## src/rtl/uart_rx_pkg.sv

```systemverilog
// Shared types and constants for the UART receive path: frame-checker
// state encoding plus the parity-type and stop-bit selector values.
package uart_rx_pkg;

    typedef enum logic [2:0] {
        IDLE,
        START,
        DATA,
        PARITY,
        STOP
    } rx_state_t;

    localparam logic PAR_EVEN = 1'b0;
    localparam logic PAR_ODD  = 1'b1;

    localparam logic STP_ONE  = 1'b0;
    localparam logic STP_TWO  = 1'b1;

endpackage

```

## src/rtl/uart_rx_par_calc.sv

```systemverilog
// Combinational parity generator, shared by the RX frame checker and the
// TX path: returns the parity bit a correct frame carries for the word.
module uart_rx_par_calc
    import uart_rx_pkg::*;
#(
    parameter int DATA_WIDTH = 8
) (
    input  logic [DATA_WIDTH-1:0] data,
    input  logic                  par_typ,
    output logic                  par_bit
);

    // Even parity makes the total count of ones even; odd inverts that bit.
    assign par_bit = (^data) ^ (par_typ == PAR_ODD);

endmodule

```

## src/rtl/uart_rx_frame_check.sv

```systemverilog
// UART receive frame checker: follows one frame (start, data, optional
// parity, one or two stop bits) from mid-bit samples and reports the word
// together with registered, mutually consistent error pulses at frame end.
// Optional feature: define ERR_CNT_EN to add saturating stop-error and
// parity-error counters (stp_err_cnt, par_err_cnt).
module uart_rx_frame_check
    import uart_rx_pkg::*;
#(
    parameter int DATA_WIDTH = 8,
    parameter int CNT_WIDTH  = 8
) (
    input  logic                  CLK,
    input  logic                  RST,
    input  logic                  start_det,
    input  logic                  bit_valid,
    input  logic                  sampled_bit,
    input  logic                  PAR_EN,
    input  logic                  PAR_TYP,
    input  logic                  STP_BITS,
    output logic [DATA_WIDTH-1:0] P_DATA,
    output logic                  data_valid,
    output logic                  par_err,
    output logic                  stp_err,
    output logic                  strt_glitch,
    output logic                  busy
`ifdef ERR_CNT_EN
    ,
    output logic [CNT_WIDTH-1:0]  stp_err_cnt,
    output logic [CNT_WIDTH-1:0]  par_err_cnt
`endif
);

    localparam int CW = $clog2(DATA_WIDTH);

    if (DATA_WIDTH < 5 || DATA_WIDTH > 9 || CNT_WIDTH < 1) begin : g_bad_param
        $error("uart_rx_frame_check: DATA_WIDTH must be 5..9 and CNT_WIDTH >= 1");
    end

    rx_state_t             state;
    logic [DATA_WIDTH-1:0] shreg;
    logic [CW-1:0]         bit_cnt;
    logic                  par_en_l;
    logic                  par_typ_l;
    logic                  stp_bits_l;
    logic                  par_fail;
    logic                  stp_fail;
    logic                  stp_idx;
    logic                  par_exp;
    logic                  stp_fail_nxt;
    logic                  stp_last;

    uart_rx_par_calc #(
        .DATA_WIDTH (DATA_WIDTH)
    ) u_par_calc (
        .data    (shreg),
        .par_typ (par_typ_l),
        .par_bit (par_exp)
    );

    // Stop-fail including the sample being taken now, and whether that sample
    // is the last stop bit of the frame.
    assign stp_fail_nxt = stp_fail | ~sampled_bit;
    assign stp_last     = (stp_bits_l == STP_ONE) | stp_idx;

    // Data shift register: LSB arrives first, so each new bit enters at the MSB.
    always_ff @(posedge CLK) begin
        if (state == DATA && bit_valid) begin
            shreg <= {sampled_bit, shreg[DATA_WIDTH-1:1]};
        end
    end

    // Frame FSM with registered outputs; pulses default low every cycle.
    always_ff @(posedge CLK or negedge RST) begin
        if (!RST) begin
            state       <= IDLE;
            bit_cnt     <= '0;
            par_en_l    <= 1'b0;
            par_typ_l   <= 1'b0;
            stp_bits_l  <= 1'b0;
            par_fail    <= 1'b0;
            stp_fail    <= 1'b0;
            stp_idx     <= 1'b0;
            P_DATA      <= '0;
            data_valid  <= 1'b0;
            par_err     <= 1'b0;
            stp_err     <= 1'b0;
            strt_glitch <= 1'b0;
            busy        <= 1'b0;
        end else begin
            data_valid  <= 1'b0;
            par_err     <= 1'b0;
            stp_err     <= 1'b0;
            strt_glitch <= 1'b0;
            case (state)
                IDLE: begin
                    if (start_det) begin
                        state      <= START;
                        par_en_l   <= PAR_EN;
                        par_typ_l  <= PAR_TYP;
                        stp_bits_l <= STP_BITS;
                        par_fail   <= 1'b0;
                        stp_fail   <= 1'b0;
                        stp_idx    <= 1'b0;
                        busy       <= 1'b1;
                    end
                end
                START: begin
                    if (bit_valid) begin
                        if (!sampled_bit) begin
                            state   <= DATA;
                            bit_cnt <= '0;
                        end else begin
                            strt_glitch <= 1'b1;
                            busy        <= 1'b0;
                            state       <= IDLE;
                        end
                    end
                end
                DATA: begin
                    if (bit_valid) begin
                        if (bit_cnt == CW'(DATA_WIDTH - 1)) begin
                            state <= par_en_l ? PARITY : STOP;
                        end else begin
                            bit_cnt <= bit_cnt + CW'(1);
                        end
                    end
                end
                PARITY: begin
                    if (bit_valid) begin
                        par_fail <= (sampled_bit != par_exp);
                        state    <= STOP;
                    end
                end
                STOP: begin
                    if (bit_valid) begin
                        if (stp_last) begin
                            par_err <= par_fail;
                            stp_err <= stp_fail_nxt;
                            if (!par_fail && !stp_fail_nxt) begin
                                P_DATA     <= shreg;
                                data_valid <= 1'b1;
                            end
                            busy  <= 1'b0;
                            state <= IDLE;
                        end else begin
                            stp_fail <= stp_fail_nxt;
                            stp_idx  <= 1'b1;
                        end
                    end
                end
                default: begin
                    state <= IDLE;
                    busy  <= 1'b0;
                end
            endcase
        end
    end

`ifdef ERR_CNT_EN
    logic frame_done;

    assign frame_done = (state == STOP) && bit_valid && stp_last;

    // Saturating per-frame error counters, bumped at the frame-end edge.
    always_ff @(posedge CLK or negedge RST) begin
        if (!RST) begin
            stp_err_cnt <= '0;
            par_err_cnt <= '0;
        end else begin
            if (frame_done && stp_fail_nxt && stp_err_cnt != '1) begin
                stp_err_cnt <= stp_err_cnt + CNT_WIDTH'(1);
            end
            if (frame_done && par_fail && par_err_cnt != '1) begin
                par_err_cnt <= par_err_cnt + CNT_WIDTH'(1);
            end
        end
    end
`endif

endmodule

```

## config.mk

```make
export PLATFORM = sky130hd
export DESIGN_NAME = uart_rx_frame_check
export DESIGN_NICKNAME = d
export VERILOG_FILES = /design/src/rtl/uart_rx_pkg.sv /design/src/rtl/uart_rx_par_calc.sv /design/src/rtl/uart_rx_frame_check.sv
export SDC_FILE = /design/constraint.sdc
export NUM_CORES = 1
export LEC_CHECK = 0
export BUFFER_PORTS_ARGS = -buffer_cell sky130_fd_sc_hd__buf_2
export CAP_MARGIN = 20
export CELL_PAD_IN_SITES_DETAIL_PLACEMENT = 0
export CELL_PAD_IN_SITES_GLOBAL_PLACEMENT = 1
export CORE_AREA = 2 2 64 66
export CTS_CLUSTER_DIAMETER = 150
export CTS_CLUSTER_SIZE = 8
export DETAILED_ROUTE_END_ITERATION = 6
export DIE_AREA = 0 0 66 68
export HOLD_SLACK_MARGIN = 0.06
export PLACE_DENSITY_LB_ADDON = 0.1
export SETUP_SLACK_MARGIN = 0.2
export SYNTH_ARGS = -nofsm -noshare
export SYNTH_HDL_FRONTEND = slang
export SYNTH_SLANG_ARGS = --single-unit
```

## constraint.sdc

```tcl
create_clock -name CLK -period 1.85 [get_ports CLK]
set_input_delay 0.37 -clock CLK [delete_from_list [all_inputs] [get_ports CLK]]
set_output_delay 0.37 -clock CLK [all_outputs]
set_load 0.02 [all_outputs]
```

==> Yosys cells after proc, flatten, opt, wreduce, memory -nomap -nowiden <==
Index checks and enable logic that the tools add are counted.
{ "classes": {"eq_ne": 17, "n_reduce_logical": 17, "addsub": 1, "mux": 43, "bitwise": 6} }
{ "ops": {"columns": ["op", "n"], "rows": [
  ["two-way mux 3 bit", 12],
  ["two-way mux 1 bit", 24],
  ["inequality test 2 bit (second input constant)", 10],
  ["case mux 3 bit (5 select lines)", 1],
  ["AND reduction 4 bit", 2],
  ["parity 8 bit", 1],
  ["AND reduction 7 bit", 1],
  ["== test 3 x 2 -> 1 bit (second input constant)", 2],
  ["== test 3 bit (second input constant)", 2],
  ["case mux 1 bit (2 select lines)", 3],
  ["case mux 3 bit (2 select lines)", 1],
  ["AND reduction 6 bit", 1],
  ["nonzero test 2 bit", 3],
  ["AND reduction 5 bit", 1],
  ["case mux 1 bit (4 select lines)", 1],
  ["adder 3 x 1 -> 3 bit (second input constant)", 1],
  ["== test 3 x 1 -> 1 bit (second input constant)", 1],
  ["zero test 3 bit", 1],
  ["NOT 1 bit", 3],
  ["AND reduction 3 bit", 1],
  ["logical AND 1 bit", 2],
  ["zero test 1 bit", 2],
  ["two-way mux 2 bit", 1],
  ["inequality test 2 x 1 -> 1 bit (second input constant)", 1],
  ["other kinds (5)", 6]
]} }
{ "word_totals": {"input_bits": 8, "word_cells": 99, "output_inout_bits": 13, "regBits": 33} }

==> Logic depth before layout (Yosys ltp) <==
Gate-level depths: netlist of the first run.
{ "depth": {"ltp_word": 8, "depth_mapped": 6, "ltp_nobuf": 6} }

==> Modules after synthesis <==
A second synthesis of the first run with hierarchy kept.
{ "unflattened": {"hier_cells": 119, "hier_area_um2": 1527.7} }
{ "by_module_without_submodules": {"columns": ["module", "area_per_inst_um2", "seq_area_each_um2", "instances", "cells_each"], "rows": [
  ["uart_rx_frame_check", 1445.1, 865.8, 1, 112],
  ["uart_rx_par_calc", 82.6, 0.0, 1, 7]
]} }

==> Least setup slack after synthesis of the first run <==
OpenSTA, ideal clock, no wires.
{ "synth_path": {"kind": "register to register", "startpoint": "register state[1]", "endpoint": "register P_DATA[0]", "stages_incl_launch_ff": 7, "setup_slack_ns": 0.076, "path_buffers": 2, "required_ns": 1.725, "setup_ns": 0.125, "period_less_slack_ns": 1.774, "arrival_ns": 1.649, "path_cell_list": "dfrtp_1 -> buf_6 -> nor2_4 -> o2111ai_2 -> or4b_1 -> buf_6 -> mux2_4"} }
{ "synth_between": {"elab_chain_cells": 2} }
{ "synth_rtl": {"columns": ["element", "line_no", "source"], "rows": [
  ["from (decl)", "uart_rx_frame_check.sv:39", "rx_state_t state;"],
  ["from (signal assigned)", "uart_rx_frame_check.sv:122", "state <= par_en_l ? PARITY : STOP;"],
  ["== test 3 bit", "uart_rx_frame_check.sv:94", "case (state)"],
  ["AND reduction 4 bit (no source line)", null, null],
  ["to (signal assigned)", "uart_rx_frame_check.sv:140", "P_DATA <= shreg;"],
  ["to (decl)", "uart_rx_frame_check.sv:20", "output logic [DATA_WIDTH-1:0] P_DATA,"]
]} }
No other way between the ends.
A chain may end at the register's enable or synchronous reset.

==> Final worst setup path of the first run <==
{ "layout_path": {"startpoint": "register state[0]", "endpoint": "register P_DATA[2]"} }
The elaborated chain is that of the path after synthesis.

==> results of run 1 <==
## flip-flops by register name, indices dropped and copies added (netlist names)
name         count
shreg            8
busy             1
bit_cnt          3
stp_err          1
par_typ_l        1
stp_bits_l       1
P_DATA           8
state            3
strt_glitch      1
par_fail         1
stp_idx          1
par_en_l         1
par_err          1
data_valid       1
stp_fail         1
## cell families after synthesis
| family | synth area share (%) |
|---|---|
| and+or+nand+nor | 11.8 |
| xor gates and xnor gates | 5.57 |
| muxes | 10.9 |
| DFF | 57.6 |
| buffers and inverters | 4.49 |
| adders and majority gates | 1.66 |
| AOI/OAI and AO/OA | 7.99 |
## per-stage QoR
stage                     setup WS (ns)  hold WS (ns)  instance area [µm²]
after global routing             0.0547         0.126                 1820
after floorplan                  0.0763        0.0744                 1500
after CTS                        0.0880         0.109                 1810
final                            0.0938        0.0841                 1820
after detailed placement         0.0787         0.414                 1690
after global placement            0.108         0.397                 1690
## cells in the final DEF (no fill, tap or decap), drive strengths merged, types with 3 or more instances in the layout
master	instances
mux2	11
nor2b	3
xnor2	6
a21oi	4
clkbuf	8
o21ai	4
buf	33
edfxtp	8
nor2	9
dfrtp	25
nand2	4
inv	5
## metal layers
layer,global-route usage [%],share of wire (%)
met5,0,0
met4,6.12,1.1
met2,23.0,48
met1,17.1,47
met3,3.45,3.6
## worst reg2reg max path: stages (launching register included)
cell and delay (ns):
dfrtp_1 0.40, nor2_4 0.12, o2111ai_2 0.14, or4b_4 0.53, buf_6 0.16, mux2_4 0.29
## what timing repair did
item,4_1_cts,5_1_grt
pin swaps,0,0
gates cloned,1,0
setup buffers,2,1
gates resized for setup,4,0
setup endpoints to repair,8,8
## power by group through the flow
stage	clock [mW]	combinational [mW]	sequential (mW)
2_1_floorplan	0	0.622	1.23
3_5_place_dp	0	0.990	1.14
4_1_cts	0.573	1.02	1.13
5_1_grt	0.605	1.12	1.16
3_3_place_gp	0	0.990	1.13
6_report	0.551	1.03	1.13
## final cells by class
class / instances / share of cell area [%]
inverters: 5 / 1.03
multi-input cells: 69 / 31.6
well taps: 50 / 3.44
clock buffers: 8 / 4.96
flip-flops and latches: 33 / 47.7
repair buffers: 33 / 11.3
## final timing paths
path / start / cells after the start / end / slack, ns
min reg2reg: P_DATA[6] / 1 / P_DATA[6] / 0.51
min: RST / 1 / strt_glitch / 0.08
max reg2reg: state[0] / 5 / P_DATA[2] / 0.09
min in group CLK: STP_BITS / 3 / stp_bits_l / 0.30
max: state[0] / 5 / P_DATA[2] / 0.09
max in group asynchronous: RST / 1 / stp_err / 1.37
==> results.toml, run 1 <==
[outcome]
status = "complete, no violations"

[global_routing]
grt_pass1_wl_um = 4500
grt_max_degree = 26
grt_usage_pct = 13.8
overflow = 0
first_global_vias = 915
antenna_found_initial = 0

[worst_setup_path]
critPathKind = "reg2reg"
crit_chain = "nor2_4 > o2111ai_2 > or4b_4 > buf_6 > mux2_4"
critPathMaxStageDelay_ns = 0.53
critPathArrivalTime_ns = 1.92
start_kind = "flip-flop"
cp.required_ns = 2.01
cp_num_buf_inv = 1
critPathMaxFanout = 5
crit_family = "simple AND/OR/NAND/NOR gates"
endpoint_kind = "flip-flop"
crit_path_top_delay_cell = "or4b_4"

[floorplanning]
die_y_um = 68
initial_core_util_pct = 39.0
die_x_um = 66
row_count = 23
io_pins = 21
core_area_mm2 = 0.00386
dieArea_mm2 = 0.00449

[sta]
relSlewSlack_pct = 61.0
setup_violations = 0
clock_skew_ns = 0.00861
max_freq_ghz = 0.569
tightest_slew_ns = 0.586
hold_viol = 0
timing.setup.tns_ns = 0
slew_viol_final = 0
period_share_pct = 94.9
min_period_ns = 1.76
rsz0062_at_grt = "true"

[placement]
gp_congestion = 0.789
dp.final_hpwl_um = 1860
dp_cells = 186
port-buffer-count = 20

[pwr]
switchingPower_mw = 0.892
power_frac_seq_pct = 41.7
cellPowerDensity_mw_per_mm2 = 1490
p_clk_share_pct = 20.3
p_sw_share_pct = 32.9
peakVddDrop_v = 0.000789
finalPower_mw = 2.71
p_comb_share_pct = 38.0
leakage_nw = 0.853
internal-power_mw = 1.82

[yosys]
synth_top_cell_by_area = "dfrtp_1"
yosysSeqAreaShare_pct = 57.6
post-synth-top-count-cell = "dfrtp_1"
synth_cell_types = 37
ys_async_sr_fraction_pct = 75.8
synth_edf_count = 8
synthCells = 114
synthTopCellsByCount = "dfrtp_1 (25), edfxtp_1 (8), mux2_4 (8), nor2_1 (8), xnor2_1 (6)"
syn_area_per_cell_um2 = 13.2
syn_area_mm2 = 0.00150
syn_nets = 124
yosysTopAreaCellShare_pct = 41.6
synth_seq_cells = 33
synth_warnings = 0
synth_area_leaders = "dfrtp_1 (42%), edfxtp_1 (16%), mux2_4 (8.0%), xnor2_1 (3.5%), mux2_2 (2.2%)"
ys.flop_type = "dfrtp_1"

[clock_tree]
cts_buffers = 5
cts_htree_levels = 2
clock_latency_ns = 0.28
clock_path_buffers = 2
clkTransAtPathRegs_ns = 0.07
cts-root-buf = "clkbuf_8"
cts.sinks = 33
cts_tree = "done"
cts_hold_buf = 0

[cells_and_area]
multiInputGateArea_um2 = 574
utilization_pct = 47.1
seqCellArea_um2 = 866
drive_gt1_share_pct = 37.8
final.fill_count = 371
nets = 157
diodes = 0
final_cells = 198
areaGrowthSynthToFinish_pct = 20.8

[route]
drt_iter0_drc = 56
routedWlPerCell_um = 14.0
vias = 947
drc = 0
drt_first_pass_iters = 4
ant_nets = 0
viasPerCell = 4.78
postRouteWirelength_um = 2770

[flow_run]
drv_cap = 0

[min_path]
min_path_type = "in2async"
Note: power is estimated with default switching activity, not from simulation.
==> inputs of run 2 (changes only) <==
--- a/config.mk
+++ b/config.mk
@@ -5,18 +5,20 @@
 export SDC_FILE = /design/constraint.sdc
 export NUM_CORES = 1
 export LEC_CHECK = 0
+export ABC_AREA = 1
 export BUFFER_PORTS_ARGS = -buffer_cell sky130_fd_sc_hd__buf_2
 export CAP_MARGIN = 20
 export CELL_PAD_IN_SITES_DETAIL_PLACEMENT = 0
 export CELL_PAD_IN_SITES_GLOBAL_PLACEMENT = 1
-export CORE_AREA = 2 2 64 66
+export CORE_AREA = 2 2 68 70
 export CTS_CLUSTER_DIAMETER = 150
 export CTS_CLUSTER_SIZE = 8
 export DETAILED_ROUTE_END_ITERATION = 6
-export DIE_AREA = 0 0 66 68
+export DIE_AREA = 0 0 70 72
 export HOLD_SLACK_MARGIN = 0.06
 export PLACE_DENSITY_LB_ADDON = 0.1
 export SETUP_SLACK_MARGIN = 0.2
+export SKIP_CTS_REPAIR_TIMING = 1
 export SYNTH_ARGS = -nofsm -noshare
 export SYNTH_HDL_FRONTEND = slang
 export SYNTH_SLANG_ARGS = --single-unit
==> run 2 against run 1 <==
Cell area increased by 0.55%. Largest power group unchanged. Clock power decreased by 3.8%. Setup slack improved by 0.27 ns. Highest routed layer unchanged.
==> results.toml, run 2 <==
[outcome]
status = "complete, no violations"

[yosys]
synth_edf_count = 8
syn_area_per_cell_um2 = 8.92
ys.flop_type = "dfrtp_1"
syn_nets = 187
yosysSeqAreaShare_pct = 54.8
synth_top_cell_by_area = "dfrtp_1"
syn_area_mm2 = 0.00158
synth_area_leaders = "dfrtp_1 (40%), edfxtp_1 (15%), nand2_1 (15%), inv_1 (3.6%), o21ai_2 (3.3%)"
synthTopCellsByCount = "nand2_1 (64), dfrtp_1 (25), inv_1 (15)"
post-synth-top-count-cell = "nand2_1"
synthCells = 177
synth_seq_cells = 33
synth_warnings = 0
synth_cell_types = 28
ys_async_sr_fraction_pct = 75.8
yosysTopAreaCellShare_pct = 39.6

[route]
drc = 0
vias = 1199
drt_iter0_drc = 60
routedWlPerCell_um = 11.6
viasPerCell = 4.67
drt_first_pass_iters = 4
ant_nets = 0
postRouteWirelength_um = 2980

[cells_and_area]
final_cells = 257
reg_top3 = "P_DATA x8, shreg x8"
areaGrowthSynthToFinish_pct = 15.7
final.fill_count = 434
final_cell_mix = "nand2_1 (64), dfrtp_1 (25), buf_2 (20), inv_1 (15), nand3_1 (10)"
multiInputGateArea_um2 = 623
nets = 214
seqCellArea_um2 = 866
fin_area_mm2 = 0.00183
drive_gt1_share_pct = 25.4
layout_commonest_cell = "nand2_1"
diodes = 0

[clock_tree]
clkTransAtPathRegs_ns = 0.07
cts.sinks = 33
cts_tree = "done"
cts_buffers = 5
cts-root-buf = "clkbuf_8"
clock_latency_ns = 0.28
clock_path_buffers = 2
cts_htree_levels = 2

[worst_setup_path]
endpoint_kind = "flip-flop"
critPathMaxFanout = 5
cp.required_ns = 2.02
critPathKind = "reg2reg"
start_kind = "flip-flop"
crit_start = "state[2]"
critPathArrivalTime_ns = 1.66
reg2reg_from = "state[2]"

[global_routing]
first_global_vias = 1213
grt_max_degree = 26
grt_usage_pct = 13.8
grt_pass1_wl_um = 5420
overflow = 0
antenna_found_initial = 0

[pwr]
peakVddDrop_v = 0.000676
cellPowerDensity_mw_per_mm2 = 1500
leakage_nw = 0.952
finalPower_mw = 2.75

[floorplanning]
row_count = 24
dieArea_mm2 = 0.00504
core_area_mm2 = 0.00426
initial_core_util_pct = 37.0
io_pins = 21
die_y_um = 72
die_x_um = 70

[placement]
dp.final_hpwl_um = 2250
dp_cells = 249
gp_congestion = 0.878
port-buffer-count = 20
placed_cell_area_mm2 = 0.00174

[sta]
relSlewSlack_pct = 61.9
period_share_pct = 80.2
hold_ws_ns = 0.0778
min_period_ns = 1.48
max_freq_ghz = 0.674
timing.setup.tns_ns = 0
setup_violations = 0
tightest_slew_ns = 0.571
hold_viol = 0
clock_skew_ns = 0.00463
rsz0062_at_grt = "false"
slew_viol_final = 0

[min_path]
min_path_type = "in2async"

[flow_run]
drv_cap = 0
[run 2: cell types whose count changed after synthesis, moves of 5 or more]
cell and delta:
nand3_1 +8, inv_1 +10, mux2_4 -8, o21ai_1 +7, xnor2_1 -5, inv_2 +6, o21ai_2 +6, nand2_1 +60
[run 2: critical path, cell delays in order, from the launching register on]
cell and delay (ns):
dfrtp_1 0.46, inv_2 0.12, nand2_2 0.08, nor2_2 0.18
nand2_1 0.09, nand2_1 0.08, nand2_2 0.08, nor2_4 0.11
o21ai_1 0.08, o21a_1 0.11
[run 2: path summary, 6_finish.rpt]
| check | endpoint | slack, ns | cells past startpoint |
|---|---|---|---|
| setup / recovery | bit_cnt[0] | 0.37 | 9 |
| setup reg to reg | bit_cnt[0] | 0.37 | 9 |
| hold reg to reg | P_DATA[6] | 0.47 | 2 |
| hold / removal | P_DATA[1] | 0.08 | 1 |
| min in group CLK | stp_bits_l | 0.27 | 3 |
| max in group asynchronous | P_DATA[4] | 1.40 | 1 |
[run 2: layer usage]
layer  track usage, %  vias up  part of all wire (%)
li1                 -      618                     -
met3             5.00        8                   6.1
met5                0        -                     0
met2             23.2       32                    47
met4             7.48        0                   2.7
met1             15.3      541                    44
[run 2: cell type report]
class / count / area share, %
multi-input cells: 122 / 34.1
repair buffers: 21 / 5.89
clock buffers: 5 / 3.77
inverters: 21 / 4.32
well taps: 52 / 3.56
clock inverters: 3 / 0.959
flip-flops and latches: 33 / 47.4
[run 2: cells by family after synthesis]
logic type      synth area share, %
buf+inv                        5.70
xor+xnor                       1.11
simple gates                   27.4
fa+ha+maj                      1.58
compound gates                 9.35
flops                          54.8
[run 2: stage by stage]
step,worst slack (ns),util [%]
after floorplan,0.376,-
after global placement,0.428,40.8
after detailed placement,0.364,40.8
after CTS,0.373,42.8
after global routing,0.239,42.8
final,0.367,42.8
[run 2: report_power, final]
part / switching (mW) / total [mW] / internal, mW
Sequential: 0.162 / 1.14 / 0.981
Combinational: 0.691 / 1.07 / 0.383
Clock: 0.270 / 0.530 / 0.259
Total: 1.12 / 2.75 / 1.62
==> inputs of run 3 (changes only) <==
--- a/config.mk
+++ b/config.mk
@@ -10,11 +10,11 @@
 export CAP_MARGIN = 20
 export CELL_PAD_IN_SITES_DETAIL_PLACEMENT = 0
 export CELL_PAD_IN_SITES_GLOBAL_PLACEMENT = 1
-export CORE_AREA = 2 2 68 70
+export CORE_AREA = 2 2 65 67
 export CTS_CLUSTER_DIAMETER = 150
 export CTS_CLUSTER_SIZE = 8
 export DETAILED_ROUTE_END_ITERATION = 6
-export DIE_AREA = 0 0 70 72
+export DIE_AREA = 0 0 67 69
 export HOLD_SLACK_MARGIN = 0.06
 export PLACE_DENSITY_LB_ADDON = 0.1
 export SETUP_SLACK_MARGIN = 0.2
==> constraint.sdc (replaced) <==
create_clock -name CLK -period 1.4 [get_ports CLK]
set_input_delay 0.28 -clock CLK [delete_from_list [all_inputs] [get_ports CLK]]
set_output_delay 0.28 -clock CLK [all_outputs]
set_load 0.02 [all_outputs]
==> run 3 against run 2 <==
Count of clock-buffer cells in the layout rose by 1. Power increased by 50%. Global-route usage increased by 1.4 points. Final cell count up 5.8%. Sequential power increased by 35%. Critical path type unchanged. Non-clock buffer count up 16.
==> results.toml, run 3 (synthesized netlist as in run 2, its figures left out) <==
[route]
drt_first_pass_iters = 4
drc = 0
ant_nets = 0
drt_iter0_drc = 57
vias = 1296
routedWlPerCell_um = 12.1
viasPerCell = 4.76
postRouteWirelength_um = 3300

[sta]
min_period_ns = 1.37
tightest_slew_ns = 0.571
period_share_pct = 97.7
max_freq_ghz = 0.731
slew_viol_final = 0
clock_skew_ns = 0.00844
hold_viol = 0
relSlewSlack_pct = 61.9
rsz0062_at_grt = "true"
setup_violations = 0
hold_ws_ns = 0.191

[global_routing]
gr-usage-met1_pct = 17.0
first_global_vias = 1249
use_met2_pct = 26.1
grt_max_degree = 26
grt_use_met3_pct = 5.06
grt_usage_pct = 15.1
busiest_layer = "met2"
overflow = 0
antenna_found_initial = 0
grt_pass1_wl_um = 5310

[pwr]
switchingPower_mw = 1.70
peakVddDrop_v = 0.000846
cellPowerDensity_mw_per_mm2 = 1940
p_clk_share_pct = 16.8
p_comb_share_pct = 45.6
power_frac_seq_pct = 37.6
internal-power_mw = 2.41
leakage_nw = 1.05
p_sw_share_pct = 41.4

[clock_tree]
cts_htree_levels = 2
clkTransAtPathRegs_ns = 0.07
cts_tree = "done"
cts_buffers = 5
cts-root-buf = "clkbuf_8"
clock_path_buffers = 2
cts.sinks = 33
clock_latency_ns = 0.28

[cells_and_area]
nets = 231
final.fill_count = 364
final_cell_mix = "nand2_1 (49), dfrtp_1 (22), buf_2 (20), nand2_2 (17)"
reg_top3 = "P_DATA x8, shreg x8"
final_cells = 272
areaGrowthSynthToFinish_pct = 34.5
diodes = 0
layout_commonest_cell = "nand2_1"
drive_gt1_share_pct = 47.7

[worst_setup_path]
critPathKind = "reg2reg"
cp.required_ns = 1.57
endpoint_kind = "flip-flop"
critPathArrivalTime_ns = 1.54
critPathMaxFanout = 4
start_kind = "flip-flop"

[min_path]
min_path_type = "in2reg"

[placement]
dp.final_hpwl_um = 2260
port-buffer-count = 20
dp_cells = 251
gp_congestion = 0.845

[flow_run]
drv_cap = 0

[floorplanning]
die_y_um = 69
dieArea_mm2 = 0.00462
io_pins = 21
initial_core_util_pct = 40.3
die_x_um = 67
row_count = 23
core_area_mm2 = 0.00391

[outcome]
status = "complete, no violations"
-- run 3: cell count changes in the layout (fill, tap and decap cells not counted), sizes merged --
| cell | before | now |
|---|---|---|
| buf | 21 | 36 |
| clkbuf | 5 | 6 |
| clkinv | 2 | 3 |
| clkinvlp | 1 | 0 |
| dlygate4sd3 | 0 | 1 |
-- run 3: worst max-delay path: stages, from the launching register on --
cell and delay, ns:
dfrtp_2 0.44, inv_2 0.10, nand2_2 0.09, inv_2 0.09, nand2_2 0.11, a21oi_4 0.19
nor2_4 0.07, o21a_1 0.17
-- run 3: area by class of cell --
cell class              instances  area [µm²]  share of cell area (%)
inverters                      21        83.8                    3.95
well taps                      50        62.6                    2.95
clock inverters                 2        10.0                   0.471
flip-flops and latches         33         870                    41.0
multi-input cells             122         764                    36.0
repair buffers                 37         254                    12.0
clock buffers                   6        72.6                    3.42
repair inverters                1        6.26                   0.295
-- run 3: worst paths after layout --
check	startpoint	to	slack [ns]	depth (start not counted)
max reg2reg	state[2]	bit_cnt[0]	0.03	7
max	state[2]	bit_cnt[0]	0.03	7
min	PAR_EN	par_en_l	0.19	3
max in group asynchronous	RST	state[2]	0.47	2
min in group asynchronous	RST	P_DATA[1]	0.52	2
min reg2reg	P_DATA[7]	P_DATA[7]	0.47	2
-- run 3: power groups by stage --
| stage | registers, mW | clock network [mW] | logic [mW] |
|---|---|---|---|
| after CTS | 1.52 | 0.718 | 1.56 |
| after global routing | 1.58 | 0.750 | 2.11 |
| final | 1.54 | 0.692 | 1.87 |
| after detailed placement | 1.54 | 0 | 1.55 |
| after floorplan | 1.64 | 0 | 1.02 |
| after global placement | 1.53 | 0 | 1.51 |
-- run 3: per-layer routing --
| metal | wire length, µm | up-vias |
|---|---|---|
| met2 | 1650 | 24 |
| li1 | - | 654 |
| met1 | 1510 | 616 |
| met4 | 24 | 0 |
| met3 | 114 | 2 |
| met5 | 0 | - |
-- run 3: per-stage QoR --
stage                     setup slack [ns]  util (%)  TNS, ns  power, mW  cell area (µm²)
after detailed placement           -0.0187      45.8  -0.0187       3.09             1790
after global routing               -0.0566      54.3   -0.681       4.44             2120
after global placement              0.0524      45.8        0       3.04             1790
after CTS                          -0.0296      48.0  -0.0296       3.80             1880
final                               0.0324      54.3        0       4.11             2120
after floorplan                     0.0858         -        0       2.65             1610
